`src/rtl/ex_stage_if.sv`:
```
// Execute-stage bus: operand sources and controls in, ALU result and flags out.
// master drives operands/controls, slave is the execute stage itself.
interface ex_stage_if;
    logic [31:0] RD1;
    logic [31:0] RD2;
    logic [31:0] ImmExt;
    logic [31:0] PC;
    logic        ALUSrc;
    logic        PCtoALU;
    logic [3:0]  ALUControl;
    logic [31:0] ALUResult;
    logic        Zero;
    logic        Negative;
    logic        Carry;
    logic        Overflow;
    logic        Less_signed;
    logic        Less_unsigned;
    logic [31:0] ALUResultQ;
    logic [5:0]  FlagsQ;

    modport master (
        output RD1, RD2, ImmExt, PC, ALUSrc, PCtoALU, ALUControl,
        input  ALUResult, Zero, Negative, Carry, Overflow,
               Less_signed, Less_unsigned, ALUResultQ, FlagsQ
    );

    modport slave (
        input  RD1, RD2, ImmExt, PC, ALUSrc, PCtoALU, ALUControl,
        output ALUResult, Zero, Negative, Carry, Overflow,
               Less_signed, Less_unsigned, ALUResultQ, FlagsQ
    );
endinterface

```
`src/rtl/ex_stage.sv`:
```
// RV32 execute stage: operand select, 32-bit ALU with branch flags, and a
// registered copy of result/flags for pipelined or debug consumers.
module ex_stage (
    input  logic   clk,
    input  logic   rst_n,
    ex_stage_if.slave ex
);
    localparam logic [3:0] OP_ADD  = 4'b0000;
    localparam logic [3:0] OP_SUB  = 4'b0001;
    localparam logic [3:0] OP_AND  = 4'b0010;
    localparam logic [3:0] OP_OR   = 4'b0011;
    localparam logic [3:0] OP_XOR  = 4'b0100;
    localparam logic [3:0] OP_SLL  = 4'b0101;
    localparam logic [3:0] OP_SRL  = 4'b0110;
    localparam logic [3:0] OP_SRA  = 4'b0111;
    localparam logic [3:0] OP_SLT  = 4'b1000;
    localparam logic [3:0] OP_SLTU = 4'b1001;
    localparam logic [3:0] OP_PASS = 4'b1111;

    logic [31:0] a, b, res;
    logic [32:0] sum33, diff33;
    logic [4:0]  shamt;
    logic        less_s, less_u, carry, ovf;

    assign a      = ex.PCtoALU ? ex.PC : ex.RD1;
    assign b      = ex.ALUSrc ? ex.ImmExt : ex.RD2;
    assign shamt  = b[4:0];
    assign sum33  = {1'b0, a} + {1'b0, b};
    // Subtract as A + ~B + 1 so bit 32 is the RISC-style "no borrow" carry.
    assign diff33 = {1'b0, a} + {1'b0, ~b} + 33'd1;
    assign less_s = $signed(a) < $signed(b);
    assign less_u = a < b;

    always_comb begin
        res   = 32'd0;
        carry = 1'b0;
        ovf   = 1'b0;
        case (ex.ALUControl)
            OP_ADD: begin
                res   = sum33[31:0];
                carry = sum33[32];
                ovf   = (a[31] == b[31]) && (sum33[31] != a[31]);
            end
            OP_SUB: begin
                res   = diff33[31:0];
                carry = diff33[32];
                ovf   = (a[31] != b[31]) && (diff33[31] != a[31]);
            end
            OP_AND:  res = a & b;
            OP_OR:   res = a | b;
            OP_XOR:  res = a ^ b;
            OP_SLL:  res = a << shamt;
            OP_SRL:  res = a >> shamt;
            OP_SRA:  res = $unsigned($signed(a) >>> shamt);
            OP_SLT:  res = {31'd0, less_s};
            OP_SLTU: res = {31'd0, less_u};
            OP_PASS: res = b;
            default: res = 32'd0;
        endcase
    end

    assign ex.ALUResult     = res;
    assign ex.Zero          = (res == 32'd0);
    assign ex.Negative      = res[31];
    assign ex.Carry         = carry;
    assign ex.Overflow      = ovf;
    assign ex.Less_signed   = less_s;
    assign ex.Less_unsigned = less_u;

    always_ff @(posedge clk or negedge rst_n) begin
        if (!rst_n) begin
            ex.ALUResultQ <= 32'd0;
            ex.FlagsQ     <= 6'd0;
        end else begin
            ex.ALUResultQ <= res;
            ex.FlagsQ     <= {less_u, less_s, ovf, carry, res[31], (res == 32'd0)};
        end
    end
endmodule

```
`src/flat_wrapper.sv`:
```
// flat-port wrapper written by rule: the top's interface ports become plain ports
module ex_stage_flat 
  (clk, rst_n, ex_RD1, ex_RD2, ex_ImmExt, ex_PC, ex_ALUSrc, ex_PCtoALU, ex_ALUControl, ex_ALUResult, ex_Zero, ex_Negative, ex_Carry, ex_Overflow, ex_Less_signed, ex_Less_unsigned, ex_ALUResultQ, ex_FlagsQ);
  ex_stage_if ex_i ();
  input  logic clk;
  input  logic rst_n;
  input wire logic [$bits(ex_i.RD1)-1:0] ex_RD1;
  input wire logic [$bits(ex_i.RD2)-1:0] ex_RD2;
  input wire logic [$bits(ex_i.ImmExt)-1:0] ex_ImmExt;
  input wire logic [$bits(ex_i.PC)-1:0] ex_PC;
  input wire logic [$bits(ex_i.ALUSrc)-1:0] ex_ALUSrc;
  input wire logic [$bits(ex_i.PCtoALU)-1:0] ex_PCtoALU;
  input wire logic [$bits(ex_i.ALUControl)-1:0] ex_ALUControl;
  output wire logic [$bits(ex_i.ALUResult)-1:0] ex_ALUResult;
  output wire logic [$bits(ex_i.Zero)-1:0] ex_Zero;
  output wire logic [$bits(ex_i.Negative)-1:0] ex_Negative;
  output wire logic [$bits(ex_i.Carry)-1:0] ex_Carry;
  output wire logic [$bits(ex_i.Overflow)-1:0] ex_Overflow;
  output wire logic [$bits(ex_i.Less_signed)-1:0] ex_Less_signed;
  output wire logic [$bits(ex_i.Less_unsigned)-1:0] ex_Less_unsigned;
  output wire logic [$bits(ex_i.ALUResultQ)-1:0] ex_ALUResultQ;
  output wire logic [$bits(ex_i.FlagsQ)-1:0] ex_FlagsQ;
  assign ex_i.RD1 = ex_RD1;
  assign ex_i.RD2 = ex_RD2;
  assign ex_i.ImmExt = ex_ImmExt;
  assign ex_i.PC = ex_PC;
  assign ex_i.ALUSrc = ex_ALUSrc;
  assign ex_i.PCtoALU = ex_PCtoALU;
  assign ex_i.ALUControl = ex_ALUControl;
  assign ex_ALUResult = ex_i.ALUResult;
  assign ex_Zero = ex_i.Zero;
  assign ex_Negative = ex_i.Negative;
  assign ex_Carry = ex_i.Carry;
  assign ex_Overflow = ex_i.Overflow;
  assign ex_Less_signed = ex_i.Less_signed;
  assign ex_Less_unsigned = ex_i.Less_unsigned;
  assign ex_ALUResultQ = ex_i.ALUResultQ;
  assign ex_FlagsQ = ex_i.FlagsQ;
  ex_stage u_core (.clk(clk), .rst_n(rst_n), .ex(ex_i));
endmodule
```
`config.mk`:
```
export PLATFORM = sky130hd
export DESIGN_NAME = ex_stage_flat
export DESIGN_NICKNAME = d
export VERILOG_FILES = /design/src/rtl/ex_stage_if.sv /design/src/rtl/ex_stage.sv /design/src/flat_wrapper.sv
export SDC_FILE = /design/constraint.sdc
export NUM_CORES = 1
export LEC_CHECK = 0
export CAP_MARGIN = 20
export CORE_ASPECT_RATIO = 0.9
export CORE_MARGIN = 3
export CORE_UTILIZATION = 43
export DETAILED_ROUTE_END_ITERATION = 7
export GPL_TIMING_DRIVEN = 1
export PLACE_DENSITY = 0.74
export SLEW_MARGIN = 20
export SYNTH_ARGS = -nofsm -noshare
export SYNTH_HDL_FRONTEND = slang
export SYNTH_SLANG_ARGS = --single-unit
```
`constraint.sdc`:
```
create_clock -name clk -period 11.15 [get_ports clk]
set_clock_uncertainty 0.1 [all_clocks]
set_input_delay 2.7875 -clock clk [delete_from_list [all_inputs] [get_ports clk]]
set_output_delay 2.7875 -clock clk [all_outputs]
set_load 0.01 [all_outputs]
```
# ---- After elaboration in Yosys (flattened, before gate mapping)
# Cells that the tools add are included.
dict set report word_totals {
  regBits 38
  latch_bits 0
  ramBits 0
  romBits 0
  inputBits 136
  output_inout_bits 76
  word_cells 37
  mem_count 0
}
dict set report op_classes {
  addsub 3
  n_mul 0
  div_mod_pow 0
  n_lt_le_gt_ge 2
  n_eq_ne 14
  shifts 3
  mux 5
  bitwise_logic 4
  n_reduce_logical 4
}
# operator count
set op_table {}
lappend op_table {{32-bit one-hot mux with 11 select lines} 1}
lappend op_table {{32-bit by 32-bit adder with 33-bit output} 2}
lappend op_table {{32-bit < comparator} 2}
lappend op_table {{32-bit two-way mux} 2}
lappend op_table {{33-bit by 1-bit adder with 33-bit output, second input constant} 1}
lappend op_table {{32-bit AND} 1}
lappend op_table {{32-bit logical NOT} 1}
lappend op_table {{32-bit NOT} 1}
lappend op_table {{32-bit bitwise OR} 1}
lappend op_table {{32-bit by 5-bit << shifter with 32-bit output} 1}
lappend op_table {{32-bit by 5-bit right shift with 32-bit output} 1}
lappend op_table {{32-bit by 5-bit >>> shifter with 32-bit output} 1}
lappend op_table {{32-bit XOR} 1}
lappend op_table {{4-bit by 3-bit equality test with 1-bit output, second input constant} 4}
lappend op_table {{4-bit equality test, second input constant} 3}
lappend op_table {{4-bit by 2-bit equality test with 1-bit output, second input constant} 2}
lappend op_table {{4-bit by 1-bit equality test with 1-bit output, second input constant} 1}
lappend op_table {{4-bit logical NOT} 1}
lappend op_table {{1-bit one-hot mux with 2 select lines} 2}
lappend op_table {{1-bit inequality test} 3}
lappend op_table {{1-bit logical AND} 2}
lappend op_table {{1-bit equality test} 1}

# ---- Logic depth before layout (Yosys ltp)
dict set report logic_depth {
  ltp_word 7
  ltp_mapped 20
  mapped_depth_nobuf 15
}

# ---- Worst setup path before layout
# Ideal clock, no wire load.
dict set report synth_path {
  kind {in2out}
  from {input ex_ALUSrc}
  to {output ex_Zero}
  arrival_time_ps 7376
  required_time_ps 8262
  path_slack_ps 886
  cell_stages 19
  path_buffers 6
  cell_sequence {buf_6 -> buf_4 -> mux2i_1 -> buf_2 -> buf_1 -> clkbuf_1 -> ha_1 -> clkbuf_1 -> nor3_1 -> o31ai_1 -> a311oi_1 -> nand3_1 -> nand2_1 -> o221ai_1 -> a221o_1 -> or4b_1 -> nor4_2 -> nand4_1 -> nor2b_1}
}
dict set report synth_between {
  elab_chain_len 6
  word_cells_on_any_way 15
  classes_between {3 x add/sub; 2 x order compare; 3 x shift; 2 x mux; 4 x bitwise; 1 x reduce/logical}
}
# item line_no
set synth_rtl {}
lappend synth_rtl {{from (decl)} flat_wrapper.sv:11} ;# input wire logic [$bits(ex_i.ALUSrc)-1:0] ex_ALUSrc;
lappend synth_rtl {{32-bit two-way mux (*)} ex_stage.sv:26} ;# assign b = ex.ALUSrc ? ex.ImmExt : ex.RD2;
lappend synth_rtl {{32-bit NOT} ex_stage.sv:30} ;# assign diff33 = {1'b0, a} + {1'b0, ~b} + 33'd1;
lappend synth_rtl {{32-bit by 32-bit adder with 33-bit output} ex_stage.sv:30}
lappend synth_rtl {{33-bit by 1-bit adder with 33-bit output} ex_stage.sv:30}
lappend synth_rtl {{32-bit one-hot mux with 11 select lines (*)} ex_stage.sv:38} ;# case (ex.ALUControl)
lappend synth_rtl {{net ex_ALUResult[16]} flat_wrapper.sv:14} ;# output wire logic [$bits(ex_i.ALUResult)-1:0] ex_ALUResult;
lappend synth_rtl {{32-bit logical NOT (*)} ex_stage.sv:63} ;# assign ex.Zero = (res == 32'd0);
lappend synth_rtl {{to (decl)} flat_wrapper.sv:15} ;# output wire logic [$bits(ex_i.Zero)-1:0] ex_Zero;
# The timed path passes the listed nets; every way through them passes the cells marked *.

# ---- Worst setup path after layout
dict set report layout_path {
  from {input ex_ALUSrc}
  to {output ex_Zero}
}
dict set report layout_between {
  elab_chain_len 6
  word_cells_on_any_way 15
  classes_between {3 x add/sub; 2 x order compare; 3 x shift; 2 x mux; 4 x bitwise; 1 x reduce/logical}
}
# item line_no
set layout_rtl {}
lappend layout_rtl {{32-bit two-way mux (*)} ex_stage.sv:26}
lappend layout_rtl {{32-bit NOT} ex_stage.sv:30}
lappend layout_rtl {{32-bit by 32-bit adder with 33-bit output} ex_stage.sv:30}
lappend layout_rtl {{33-bit by 1-bit adder with 33-bit output} ex_stage.sv:30}
lappend layout_rtl {{32-bit one-hot mux with 11 select lines (*)} ex_stage.sv:38}
lappend layout_rtl {{32-bit logical NOT (*)} ex_stage.sv:63}
# Every way passes the cells marked *; elsewhere a longest branch is shown, timed or not.

==> impl_metrics.ini <==
[global_route]
grt_overflow = 0
grt_max_degree = 51
globalRouteTotalUtil_pct = 44.05
antenna_found_initial = 4
grt_first_pass_wirelength_um = 99840
grt_pass1_vias = 14962

[worst_setup_path]
critPathBufInv = 3
cp-startpoint = ex_ALUSrc
cp_top_family = simple AND/OR/NAND/NOR gates
worstPathArrival_ns = 8.08
path_max_fanout = 31
cp_slowest_cell = or4_1
cp-start-kind = input port
required_ns = 8.26
crit_end = ex_Zero
cp.depth = 15
worstSetupPathType = input port to output port
max_stage_delay_ns = 0.65
path_cells = buf_2, buf_12, mux2i_4, ha_1, or4_1, a21boi_1, a21oi_1, a21oi_1, xnor2_1, a221oi_1, or4bb_1, nor4_2, nand4_1, nor2b_1, clkdlybuf4s50_1
crit_path_frequent_cell = a21oi_1
crit_path_end_kind = output port

[route]
viasPerCell = 7.225
route.detailed.drc = 0
vias = 16185
routed_wl_um = 69470
ant_nets = 0
firstDrtPassIters = 8
routedWlPerCell_um = 31.02
drt-initial-drc-count = 3031

[final_layout]
final_cell_mix = clkdlybuf4s50_1, nor2_1, nand2_1, buf_4, mux2i_1
layout_commonest_cell = clkdlybuf4s50_1
syn2layout_area_growth_pct = 27.42
layout-drive-gt1-share_pct = 13.26
nNetsFinal = 2119
fin_area_um2 = 15410

[power]
powerDensity_nw_per_um2 = 95.90
vdd_drop_max_mv = 0.06338
p_leak_nw = 6.465

[run_status]
status = finished, final reports clean

[clock_tree]
cts.sinks = 37
root_buffer = clkbuf_16
hold_buffers = 0
cts_tree = built
numCtsBuffers = 5
clock_path_buffers = 2
post_cts_buffers = 0
cts.htree.levels = 2
cts_resized = 0
clk_pin_slew_ns = 0.06

[yosys]
synth-seq-cells = 37
netlist_instances = 1653
ys_async_sr_fraction_pct = 100.0
synth_edf_count = 0
syn_area_um2 = 12090
syn_area_per_cell_um2 = 7.314
yosysSeqAreaShare_pct = 7.658
synthFlopType = dfrtp_1
yosysUniqueCellTypes = 93
synthesis.nets = 1888
yosys_warnings = 0

[sta]
max-slew-margin-rel_pct = 22.28
period_needed_ns = 10.97
tightestPinTransition_ns = 1.163
slew_viol_final = 0
rsz0062_at_grt = no
hold_violations = 0
tns_ns = 0
finalCritPeriodShare_pct = 98.36
finalSetupViolCount = 0
clock.fmax_mhz = 91.18
setup_slack_ns = 0.1831

[place]
gp_congestion = 1.070
port_buffers = 211
placed_area_um2 = 15190
hpwl_um = 55270
place_ws_ns = 0.3274

[floorplan]
rows = 57
die_w_um = 182.8
io_pins = 212
initial_utilization_pct = 44.26
dieHeight_um = 165.1
core_area_um2 = 27310
die_area_um2 = 30170

[min_path]
hold_class = input port to asynchronous set/reset pin

[flow_run]
maxCapViolations = 0
==> layer usage <==
metal  global-route usage, %  vias up  part of all wire (%)
met1                   57.04     7507                    38
met4                   23.02        8                   7.0
met5                       0        -                 0.082
met3                   13.38      342                    15
met2                   66.06     1563                    41
li1                        -     6765                     -
==> registers in the layout (all words and copies together), names as in the netlist <==
| name | flops |
|---|---|
| u_core.ex.FlagsQ | 6 |
| u_core.ex.ALUResultQ | 31 |
==> synth_stat cells (12+ instances only) <==
cell type	instances	share of area (%)
mux2i_1	126	10
o211ai_1	21	1.3
nor3_1	59	2.4
inv_1	85	2.6
clkbuf_1	70	2.2
a221oi_1	21	1.5
o21bai_1	17	1.1
o21ai_0	91	3.8
nand4_1	21	1.1
nand3_1	53	2.2
dfrtp_1	37	7.7
mux2i_2	13	1.5
o221ai_1	22	1.6
ha_1	97	10
a21o_1	19	1.2
a22oi_1	30	1.9
buf_1	12	0.37
nor4_1	20	1.0
buf_2	27	1.1
a211oi_1	22	1.4
mux2_2	20	1.9
o31ai_1	14	0.87
o22ai_1	35	1.8
a21oi_1	109	4.5
nor2b_1	19	0.98
nand2_1	138	4.3
nor2_1	147	4.6
a31oi_1	23	1.2
mux2i_4	21	3.9
==> cell type report <==
type,count,area (um^2)
Sequential cell,37,925.9
Inverter,96,362.8
Clock buffer,5,125.1
Tap cell,354,442.9
Clock inverter,3,68.82
Fill cell,2610,11910
Multi-Input combinational cell,1394,10260
Timing Repair Buffer,350,3218
Antenna cell,1,2.502
==> stage by stage <==
| step | util [%] | hold WS (ns) | instances | total power, mW |
|---|---|---|---|---|
| global route | 56.39 | 2.587 | 2239 | 1.527 |
| floorplan | - | 2.392 | 1653 | 0.7539 |
| finish | 56.40 | 2.523 | 2240 | 1.477 |
| global placement | 55.61 | 2.865 | 2231 | 1.216 |
| CTS | 56.33 | 2.562 | 2239 | 1.429 |
| detailed placement | 55.62 | 2.892 | 2231 | 1.222 |
==> worst min-delay path by stage <==
stage / cells past startpoint / slack, ns / end / from
floorplan: 0 / 2.39 / u_core.ex.ALUResultQ[0] / rst_n
global route: 1 / 2.59 / u_core.ex.ALUResultQ[30] / rst_n
CTS: 1 / 2.56 / u_core.ex.ALUResultQ[0] / rst_n
global placement: 1 / 2.87 / u_core.ex.ALUResultQ[0] / rst_n
detailed placement: 1 / 2.89 / u_core.ex.ALUResultQ[0] / rst_n
finish: 1 / 2.52 / u_core.ex.ALUResultQ[0] / rst_n
==> logic make-up (layout without fill, tap and decap cells) <==
| family | after synthesis | in the layout | synth area share [%] |
|---|---|---|---|
| xor gates and xnor gates | 13 | 13 | 0.9417 |
| AOI/OAI and AO/OA | 553 | 553 | 31.79 |
| buffers and inverters | 222 | 454 | 8.341 |
| muxes | 188 | 188 | 19.08 |
| adders and majority gates | 99 | 99 | 10.37 |
| and+or+nand+nor | 541 | 541 | 21.82 |
| other | 0 | 1 | 0 |
| DFF | 37 | 37 | 7.658 |
==> power by group <==
part	internal [mW]	switching, mW	total (mW)	leakage, nW
Clock	0.129	0.0744	0.204	0.0944
Combinational	0.434	0.675	1.11	5.90
Sequential	0.158	0.00674	0.165	0.467
No activity file was read; power rests on OpenSTA's default activity.
